--- src/rtl/mem_frame_reader.sv ---
// mem_frame_reader: streams one frame from RAM port B to the VGA pixel path through a prefetch FIFO.
// Define MEM_FRAME_READER_UNDERRUN_CNT_EN to build the saturating underrun counter.
module mem_frame_reader #(
    parameter int ADDR_W       = 14,
    parameter int DATA_W       = 32,
    parameter int FRAME_PIXELS = 10000,
    parameter int RD_LATENCY   = 1,
    parameter int FIFO_DEPTH   = 4,
    parameter int CONTINUOUS   = 1
) (
    input  logic              clk,
    input  logic              rst,
    input  logic              frame_start,
    input  logic              pix_ready,
    input  logic [DATA_W-1:0] mem_rdata,
    output logic [ADDR_W-1:0] mem_addr,
    output logic              mem_rd,
    output logic [DATA_W-1:0] pixel,
    output logic              pix_valid,
    output logic              frame_done,
    output logic              underrun,
    output logic [15:0]       underrun_cnt
);
    localparam int PTR_W = $clog2(FIFO_DEPTH);
    localparam int CNT_W = PTR_W + 1;
    localparam int FP_W  = ADDR_W + 1;
    localparam logic [ADDR_W-1:0] LAST = ADDR_W'(FRAME_PIXELS - 1);

    typedef enum logic {IDLE, RUN} state_t;

    state_t state;
    logic [DATA_W-1:0] fifo [FIFO_DEPTH];
    logic [PTR_W-1:0] wr_ptr, rd_ptr;
    logic [CNT_W-1:0] fifo_cnt, inflight;
    logic [RD_LATENCY-1:0] pipe;
    logic [ADDR_W-1:0] idx;
    logic [FP_W-1:0] issued;
    logic run, push, pop, ur, last_idx;

    always_comb begin
        inflight = '0;
        for (int i = 0; i < RD_LATENCY; i++) inflight = inflight + CNT_W'(pipe[i]);
    end

    assign run      = state == RUN;
    assign push     = pipe[RD_LATENCY-1];
    assign pop      = run && pix_ready && fifo_cnt != '0;
    assign ur       = run && pix_ready && fifo_cnt == '0;
    assign last_idx = idx == LAST;
    // Credits cover both buffered and in-flight words, so the FIFO cannot overflow.
    assign mem_rd   = run && !frame_start && (fifo_cnt + inflight) < CNT_W'(FIFO_DEPTH)
                      && (CONTINUOUS != 0 || issued < FP_W'(FRAME_PIXELS));

    always_ff @(posedge clk) begin
        if (push) fifo[wr_ptr] <= mem_rdata;
    end

    always_ff @(posedge clk or negedge rst) begin
        if (!rst) begin
            state      <= IDLE;
            mem_addr   <= '0;
            pixel      <= '0;
            pix_valid  <= 1'b0;
            frame_done <= 1'b0;
            underrun   <= 1'b0;
            pipe       <= '0;
            wr_ptr     <= '0;
            rd_ptr     <= '0;
            fifo_cnt   <= '0;
            idx        <= '0;
            issued     <= '0;
        end else if (frame_start) begin
            state      <= RUN;
            mem_addr   <= '0;
            pix_valid  <= 1'b0;
            frame_done <= 1'b0;
            underrun   <= 1'b0;
            pipe       <= '0;
            wr_ptr     <= '0;
            rd_ptr     <= '0;
            fifo_cnt   <= '0;
            idx        <= '0;
            issued     <= '0;
        end else begin
            pix_valid  <= pop;
            frame_done <= pop && last_idx;
            underrun   <= ur;
            pipe       <= (pipe << 1) | RD_LATENCY'(mem_rd);
            fifo_cnt   <= fifo_cnt + CNT_W'(push) - CNT_W'(pop);
            if (mem_rd) begin
                mem_addr <= (mem_addr == LAST) ? '0 : mem_addr + 1'b1;
                issued   <= issued + 1'b1;
            end
            if (push) wr_ptr <= wr_ptr + 1'b1;
            if (pop) begin
                pixel  <= fifo[rd_ptr];
                rd_ptr <= rd_ptr + 1'b1;
                idx    <= last_idx ? '0 : idx + 1'b1;
                if (last_idx && CONTINUOUS == 0) state <= IDLE;
            end
        end
    end

`ifdef MEM_FRAME_READER_UNDERRUN_CNT_EN
    always_ff @(posedge clk or negedge rst) begin
        if (!rst) underrun_cnt <= '0;
        else if (frame_start) underrun_cnt <= '0;
        else if (ur && underrun_cnt != 16'hFFFF) underrun_cnt <= underrun_cnt + 1'b1;
    end
`else
    assign underrun_cnt = '0;
`endif

    a_no_overflow: assert property (@(posedge clk) disable iff (!rst)
        !(push && !pop && fifo_cnt == CNT_W'(FIFO_DEPTH)));

endmodule

--- config.mk ---
export PLATFORM = sky130hd
export DESIGN_NAME = mem_frame_reader
export DESIGN_NICKNAME = d
export VERILOG_FILES = /design/src/rtl/mem_frame_reader.sv
export SDC_FILE = /design/constraint.sdc
export NUM_CORES = 1
export LEC_CHECK = 0
export CAP_MARGIN = 20
export CORE_UTILIZATION = 50
export CTS_CLUSTER_SIZE = 16
export DETAILED_ROUTE_END_ITERATION = 6
export PLACE_DENSITY = 0.76
export SYNTH_ARGS = -nofsm -noshare
export SYNTH_HDL_FRONTEND = slang
export SYNTH_SLANG_ARGS = --single-unit
export TNS_END_PERCENT = 5
--- constraint.sdc ---
create_clock -name clk -period 2 [get_ports clk]
set_input_delay 0.4 -clock clk [delete_from_list [all_inputs] [get_ports clk]]
set_output_delay 0.4 -clock clk [all_outputs]
set_load 0.05 [all_outputs]
==> metrics.log <==
INFO  metric status = complete, but fails checks
INFO  metric violated_checks = setup timing
INFO  metric initial_utilization = 51.4%
INFO  metric postSynth.asyncResetShare = 36.0%
INFO  metric power_density = approximately 1400 nW/µm²
INFO  metric synth_flop_cell = sky130_fd_sc_hd__edfxtp_1
INFO  metric slew_headroom = 66.3%
INFO  metric dieArea = 17000 µm²
INFO  metric dp.final_hpwl = roughly 10000 µm
INFO  metric timing_worst_setup_path_type = reg2out
INFO  metric antenna_found_initial = 0
INFO  metric max_freq = 0.446 GHz
INFO  metric clock_tree.htree_level_count = 4
INFO  metric floorplan.core_area = between 15000 and 20000 µm²
INFO  metric synth.most_common_cell = sky130_fd_sc_hd__edfxtp_1
INFO  metric worstSetupStartpoint = pipe
INFO  metric io_buffer_count = 85
INFO  metric worst-slew-pin-transition = 0.507 ns
INFO  metric routed.top_layer = met4
INFO  metric drtAntennaViolNets = 0
INFO  metric gp_congestion = about 0.9
INFO  metric dpl_cell_area = 9470 µm²
INFO  metric netlist.top_cell.by_area = sky130_fd_sc_hd__edfxtp_1
INFO  metric grt_pass1_wl = 26100 µm
INFO  metric dr_wl_met2 = about 8300 µm
INFO  metric clkSinkCount = 200
INFO  metric static_power_due_to_leakage = 0.00383 µW
INFO  metric postSynthCellCount = ~490
INFO  metric crit_buf_inv = 2
INFO  metric worstPathCellList = ha_2 -> ha_4 -> xor2_2 -> nor3b_2 -> buf_6 -> buf_12
INFO  metric hold_viol_final = 0
INFO  metric io_pins = just over 100
INFO  metric grt_setup_unrepaired = true
INFO  metric post_synth_and_or_nand_nor_area_fraction = under 10%
INFO  metric timing.critical_path.max_delay_family = flip-flops
INFO  metric yosysWarningCount = 0
INFO  metric ys_types = 52
INFO  metric wl = roughly 16000 µm
INFO  metric worstRegToRegCells = 9
INFO  metric clock_tree_from_tritoncts = yes
INFO  metric cp_slowest_cell = sky130_fd_sc_hd__dfrtp_1
INFO  metric routed_via_density = 5.75
INFO  metric grt_start_max_net_pins = 48
INFO  metric synth.cell_area = between 8000 and 9000 µm²
INFO  metric first_pass_iters = 5
INFO  metric seqCellArea = 5650 µm²
INFO  metric routed_wire_length_per_instance = just under 20 µm
INFO  metric critical_path_peak_fanout = 2
INFO  metric vias = between 4000 and 5000
INFO  metric r2r-end = mem_addr[10]
INFO  metric fin_nets = 651
INFO  metric setup_violators_final = 1
INFO  metric cts_buffers = 17
INFO  metric cp_slowest_stage_delay = a little under 0.4 ns
INFO  metric critPathLaunchType = register
INFO  metric critical_path_required = between 1.5 and 2 ns
INFO  metric synth_compound_area_share = 4.14%
INFO  metric postSynthRegisterBits = 200
INFO  metric finalWorstPathRequiredPeriod = about 2.2 ns
INFO  metric via_count_of_the_first_global_routing_pass = approximately 5000
INFO  metric drt_iter0_drcs = about 330
INFO  metric synth_commonest_cells = sky130_fd_sc_hd__edfxtp_1 (128), sky130_fd_sc_hd__dfrtp_1 (72), sky130_fd_sc_hd__mux2_2 (32), sky130_fd_sc_hd__mux4_2 (32)
INFO  metric combinational_family_with_the_most_area_after_synthesis = multiplexers
INFO  metric die_y = about 130 µm
INFO  metric fin_crit_sh = 112%
INFO  metric worst_clock_skew = around 0.012 ns
INFO  metric synth_seq_area_share = 68.6%
INFO  metric total_negative_slack_for_setup_checks = -0.240 ns
INFO  metric maxSlewViolCount = 0
INFO  metric synth-xor-area-share = less than 1%
INFO  metric die_w = 130 µm
INFO  metric detail_route.wirelength.met1 = around 6800 µm
INFO  metric clkLatencyLatePin = between 0.4 and 0.5 ns
INFO  metric layout.core_utilization = between 60% and 70%
INFO  metric number_of_standard_cell_rows_in_the_floorplan = 46
INFO  metric antenna_cells = 0
INFO  metric critPathArrivalTime = roughly 1.8 ns
INFO  metric hold_path.class = in2async
INFO  metric area.growth.synth_to_final = 23.0%
INFO  metric place_ws = -0.221 ns
INFO  metric drive_above_1_share = 26.6%
INFO  metric buffer_type_at_the_clock_tree_root = sky130_fd_sc_hd__clkbuf_16
INFO  metric setup_slack = -0.240 ns
INFO  metric vdd_ir_drop_max = 870 µV
INFO  metric synthesis.area_per_instance = ~17 µm²
INFO  metric worst_setup_path_end_kind = output pin
INFO  metric cts_max_path_buffers = 2
INFO  metric gr-total-overflow = 0
INFO  metric synthMuxAreaShare = roughly 13%
INFO  metric final_area = 10100 µm²
INFO  metric synth_adder_area_share = between 1.5 and 2%
INFO  metric clk_pin_slew_worst_paths = around 0.07 ns
INFO  metric fill_cells = around 1100
INFO  metric grt_util_all_layers = 20.9%
INFO  metric post-synth-top-area-fraction = a little under half
INFO  metric detail_route.drc_violations = 0
INFO  metric setup.reg_to_reg.worst_slack = around 0.10 ns
INFO  metric synth_edf_count = ~130
INFO  metric synth.top_cells.by_area = sky130_fd_sc_hd__edfxtp_1 (47%), sky130_fd_sc_hd__dfrtp_1 (22%), sky130_fd_sc_hd__mux4_2 (8.8%)
INFO  metric multiInputGateArea = about 2400 µm²
INFO  metric met3_length = 905 µm
INFO  metric drv_cap = 0
INFO  metric crit-reg2reg-launch = pipe
[worst register-to-register path, cell delays in order (launching register included)]
cell                       delay [ns]
sky130_fd_sc_hd__dfrtp_1         0.39
sky130_fd_sc_hd__ha_2            0.21
sky130_fd_sc_hd__ha_4            0.17
sky130_fd_sc_hd__xor2_2          0.15
sky130_fd_sc_hd__nor3b_2         0.23
sky130_fd_sc_hd__buf_6           0.15
sky130_fd_sc_hd__buf_4           0.16
sky130_fd_sc_hd__buf_4           0.14
sky130_fd_sc_hd__nand3b_1        0.07
sky130_fd_sc_hd__a31oi_1         0.17
[per-stage QoR]
stage | std cells | power (µW) | hold slack, ns
after floorplan | 504 | 8830 | 0.104
after global placement | 795 | 10400 | 0.340
after detailed placement | 795 | 10500 | 0.343
after CTS | 832 | 14000 | 0.423
after global routing | 832 | 14400 | 0.478
final | 832 | 13900 | 0.426
[where the power goes]
group | internal, µW | switching [µW]
combinational | 1820 | 2740
sequential | 5260 | 461
clock | 2100 | 1490
total | 9180 | 4690
[layer usage]
metal	vias to the layer above	track usage, %
met5	-	0
met4	0	8.14
met3	25	4.26
met2	206	34.7
met1	2436	27.2
li1	2116	-
[repair_timing]
action / 4_1_cts / 5_1_grt
buffers inserted: 5 / 0
gates resized for setup: 40 / 5
pin swaps: 2 / 2
hold buffers: 1 / 0
endpoints found under the setup margin: 38 / 10
endpoints found under the hold margin: 25 / 0
[kinds of logic (layout without fill, tap and decap cells)]
| group | Yosys count | in the layout |
|---|---|---|
| buf+inv | 51 | 163 |
| flops | 200 | 200 |
| xor+xnor | 7 | 7 |
| simple gates | 103 | 103 |
| compound gates | 50 | 50 |
| mux | 66 | 66 |
| fa+ha+maj | 11 | 11 |
| other cells | 1 | 16 |
[area by class of cell]
type                    instances  share of cell area, %
flip-flops and latches        200                   55.8
multi-input cells             253                   23.2
repair buffers                122                   11.8
clock buffers                  17                   4.20
well taps                     216                   2.67
clock inverters                14                   1.92
inverters                      10                  0.383
[flip-flops by register name, summed over array words and instances, names as in the netlist]
register    flops
mem_addr       14
underrun        1
run             1
idx            14
pixel          32
frame_done      1
wr_ptr          2
pix_valid       1
fifo_cnt        3
fifo          128
rd_ptr          2
pipe            1
[placed cells by master (no fill, tap or decap), drive strengths merged, types with 4 or more instances in the layout]
cell type	instances
a31oi	22
a41oi	4
and2	5
and3	11
and4	5
buf	47
bufinv	4
clkbuf	17
clkdlybuf4s50	36
clkinv	5
conb	16
dfrtp	72
dlygate4sd2	37
edfxtp	128
ha	11
inv	14
mux2	32
mux4	32
nand2	15
nand3	19
nand3b	5
nand4	12
nor2	12
o21ai	7
o22ai	5
xnor2	4
[worst max-delay path by stage]
stage                            to  cells past startpoint
after detailed placement    idx[10]                      7
after global routing         mem_rd                      6
final                        mem_rd                      6
after CTS                    mem_rd                      6
after floorplan              mem_rd                      5
after global placement    pixel[25]                      6
(Power assumes the default switching activity.)
==> RTL change 1, RTL diff (same settings) <==
Change the parameter `FRAME_PIXELS` from 10000 to 7500.
--- a/src/rtl/mem_frame_reader.sv
+++ b/src/rtl/mem_frame_reader.sv
@@ -3,7 +3,7 @@
 module mem_frame_reader #(
     parameter int ADDR_W       = 14,
     parameter int DATA_W       = 32,
-    parameter int FRAME_PIXELS = 10000,
+    parameter int FRAME_PIXELS = 7500,
     parameter int RD_LATENCY   = 1,
     parameter int FIFO_DEPTH   = 4,
     parameter int CONTINUOUS   = 1
Formal check against the unedited RTL: same outputs for any inputs over 4 cycles, from zero or initial values and one cycle with rst low; that may be too few to reach the edited logic, so the function may still have changed.
==> RTL change 1 against the original RTL <==
The flow still finishes with violations (setup timing); synthesized area is essentially flat; cell area grew 1.3%; highest routed layer unchanged; count of clock-buffer cells in the layout is 2 higher; sequential cell count unchanged; largest power group unchanged; hold slack better by 0.0015 ns; worst setup slack gained 0.15 ns; non-clock buffer count is 14 higher; total power shrank 4.8%; clock skew hardly changed; wire length rose by 1.5%.
==> RTL change 1: results (changes against the original RTL) <==
| Metric | Value |
|---|---|
| Flop-to-flop setup slack | `0 ns (-0.10 ns)` |
| Setup Total Neg Slack | `-0.0929 ns (+0.148 ns)` |
| Largest net degree at the start of global routing | `33 (-31%)` |
| Worst R2R End | `mem_addr[6]` |
| Reg2reg path depth | `4 (-5)` |
| M3 GR Usage | `0.0517 (+0.00902)` |
| Met2 wire len | `8450 um (+2.3%)` |
| Fillers | `1167 (+2.8%)` |
| Routed met3 length | `929 um (+2.7%)` |
| Dpl hpwl | `10500 um (+2.5%)` |
| Iteration-0 DRC count of the detailed router | `291 (-12%)` |
| DR vias | `5016 (+4.9%)` |
| Comb. pwr | `0.00441 W (-4%)` |
| Avg Inst Size Synth | `14.7 um^2 (-12%)` |
| Final hold slack | `0.427 ns (+0.00147 ns)` |
| Yosys cell types | `51 (-1.9%)` |
| Met1 Wirelength | `6970 um (+2.0%)` |
| Top routing layer in use | `met4` |
| Status | `finished, violations left` |
| Final worst slack | `-0.0887 ns (+0.152 ns)` |
| VDD IR max | `0.931 mV (+7.0%)` |
| Placed Area | `0.00963 mm^2 (+1.7%)` |
| Vias in the first global route | `5157 (+2.9%)` |
| Routing usage on met2 | `0.356 (+0.00907)` |
| Synth top cells by count | `128 x edfxtp_1, 117 x nand2_1, 72 x dfrtp_1, 32 x mux4_2, 17 x buf_4` |
| Reg-to-reg critical path startpoint | `mem_addr[7]` |
| Failing checks | `setup timing` |
| Clock power share | `0.240 (-0.019)` |
| Switching pwr | `0.00469 W (about the same)` |
| DRT Wirelength | `16500 um (+1.5%)` |
| # placed instances | `876 (+10%)` |
| First-pass GRT wire length | `26600 um (+2.1%)` |
| Clk root buf | `clkbuf_16` |
| Worst Skew | `0.0120 ns (-0.000157 ns)` |
| Share of cells above drive strength 1 | `0.218 (-0.0480)` |
| Internal power | `0.00852 W (-7.2%)` |
| Post-synthesis sequential area ratio | `0.686 (about the same)` |
| Final setup violation count | `2 (+1)` |
| Total GRT Usage | `0.212 (+0.00312)` |
| Slew @ Worst Pin | `0.510 ns (+0.00299 ns)` |
| Met1 Use GR | `0.276 (+0.00401)` |
| DR vias/cell | `5.47 (-4.8%)` |
| Nets | `734 (+13%)` |
| Pre-CTS WS | `-0.222 ns (-0.000474 ns)` |
-- RTL change 1: final cells by class --
cell class / instances / area [um^2] / share of cell area
clock buffer: 19 / 433 / 0.0422
clock inverter: 13 / 111 / 0.0109
inverter: 14 / 52.6 / 0.00513
multi-input combinational: 319 / 2410 / 0.235
sequential: 200 / 5660 / 0.552
tap: 216 / 270 / 0.0264
timing repair buffer: 136 / 1320 / 0.129
-- RTL change 1: kinds of logic (layout without fill, tap and decap cells) --
kind of cell / Yosys count / count (layout) / share of synthesized area
buf+inv: 54 / 182 / 0.0347
flops: 200 / 200 / 0.686
mux: 34 / 34 / 0.0902
fa+ha+maj: 10 / 10 / 0.0152
compound gates: 53 / 53 / 0.0502
other cells: 1 / 16 / 0.000456
xor+xnor: 7 / 7 / 0.00745
simple gates: 199 / 199 / 0.115
-- RTL change 1: what timing repair did --
action,4_1_cts,5_1_grt
cloned,0,0
endpoints found under the setup margin,39,7
resized for setup,44,6
hold buffers,1,0
buffers inserted,5,3
endpoints found under the hold margin,26,0
pin swaps,2,4
==> RTL change 2, RTL diff (same settings) <==
Without the edit above. Compare `idx` against `LAST` with >= in place of ==.
--- a/src/rtl/mem_frame_reader.sv
+++ b/src/rtl/mem_frame_reader.sv
@@ -46,7 +46,7 @@
     assign push     = pipe[RD_LATENCY-1];
     assign pop      = run && pix_ready && fifo_cnt != '0;
     assign ur       = run && pix_ready && fifo_cnt == '0;
-    assign last_idx = idx == LAST;
+    assign last_idx = idx >= LAST;
     // Credits cover both buffered and in-flight words, so the FIFO cannot overflow.
     assign mem_rd   = run && !frame_start && (fifo_cnt + inflight) < CNT_W'(FIFO_DEPTH)
                       && (CONTINUOUS != 0 || issued < FP_W'(FRAME_PIXELS));
Behaviour: no difference found for any inputs over 4 cycles, from zero or initial values and one cycle with rst low; that may be too few to reach the edited logic, so the function may still have changed.
==> RTL change 2 against the original RTL <==
The flow still finishes with violations (setup timing); largest cell class unchanged; worst setup slack gained 0.14 ns; wire length fell by 8.1%; highest routed layer unchanged; total power down 2.2%; sequential cell count stayed put; synthesized area decreased by 2.0%; critical path type unchanged; register-to-register slack got worse by 0.10 ns; cell area shrank 1.2%; critical path depth stayed put; sequential power decreased by 0.9%.
==> RTL change 2: results (changes against the original RTL) <==
| Metric | Value |
|---|---|
| Status | `finished, violations left` |
| Failing checks | `setup timing` |
| VDD IR max | `0.977 mV (+12%)` |
| DRT Wirelength | `14900 um (-8.1%)` |
| Share of cells above drive strength 1 | `0.278 (+0.0120)` |
| DR vias/cell | `5.36 (-6.8%)` |
| Routing usage on met2 | `0.341 (-0.00646)` |
| Routability cong. | `0.836 (-7.7%)` |
| Met1 Wirelength | `6460 um (-5.4%)` |
| Synth area leaders | `edfxtp_1 48%, dfrtp_1 22%, mux4_2 8.9%, mux2_2 4.5%, ha_1 1.6%` |
| Leakage | `3.84 nW (+0.30%)` |
| Worst Skew | `0.00803 ns (-0.00411 ns)` |
| Largest net degree at the start of global routing | `41 (-15%)` |
| Clk power | `0.00337 W (-6.1%)` |
| M3 GR Usage | `0.0511 (+0.00850)` |
| Nets | `644 (-1.1%)` |
| TritonRoute pass-1 iters | `4 (-1)` |
| Met2 wire len | `7700 um (-6.7%)` |
| Worst R2R End | `mem_addr[6]` |
| Vias in the first global route | `4680 (-6.6%)` |
| # placed instances | `790 (-0.63%)` |
| Yosys cell types | `50 (-3.8%)` |
| Post-CTS resize count | `31 (-23%)` |
| Wire per inst | `18.1 um (-7.6%)` |
| Reg2reg path depth | `5 (-4)` |
| Setup Total Neg Slack | `-0.100 ns (+0.140 ns)` |
| Routed met3 length | `649 um (-28%)` |
| Flop-to-flop setup slack | `0 ns (-0.10 ns)` |
| Sequential Power | `0.00567 W (-0.9%)` |
| Total GRT Usage | `0.196 (-0.0133)` |
| Pre-CTS WS | `-0.0420 ns (+0.179 ns)` |
| Cell count after synthesis | `477 (-2.5%)` |
| Final setup violation count | `2 (+1)` |
| Dpl hpwl | `9800 um (-4.7%)` |
| Final worst slack | `-0.0988 ns (+0.142 ns)` |
| Setup Fix Bufs, Post-CTS | `3 (-2)` |
| First-pass GRT wire length | `24100 um (-7.4%)` |
| Internal power | `0.00901 W (-1.9%)` |
RTL change 2: changes by cell type after synthesis, moves of 5 or more:
cell,unedited run,this run
and4_1,5,0
or3_1,0,7
and3_1,11,5
a21oi_1,3,10
o22ai_1,5,0
nor2_1,12,23
buf_4,22,16
nand4_1,11,5
a31oi_1,22,9
RTL change 2: logic make-up (layout without fill, tap and decap cells):
kind of cell    count (synthesis)  in the layout  share of synthesized area
flops                         200            200                      0.700
simple gates                  107            107                     0.0722
mux                            66             66                      0.137
compound gates                 42             42                     0.0351
buf+inv                        42            161                     0.0304
fa+ha+maj                      10             10                     0.0155
xor+xnor                        9              9                    0.00978
other cells                     1             16                   0.000465
RTL change 2: layout make-up:
cell class | count | area (um^2)
clock buffer | 25 | 510
multi-input combinational | 250 | 2270
clock inverter | 7 | 77.6
sequential | 200 | 5650
inverter | 9 | 33.8
tap | 216 | 270
fill | 1136 | 5830
timing repair buffer | 120 | 1180
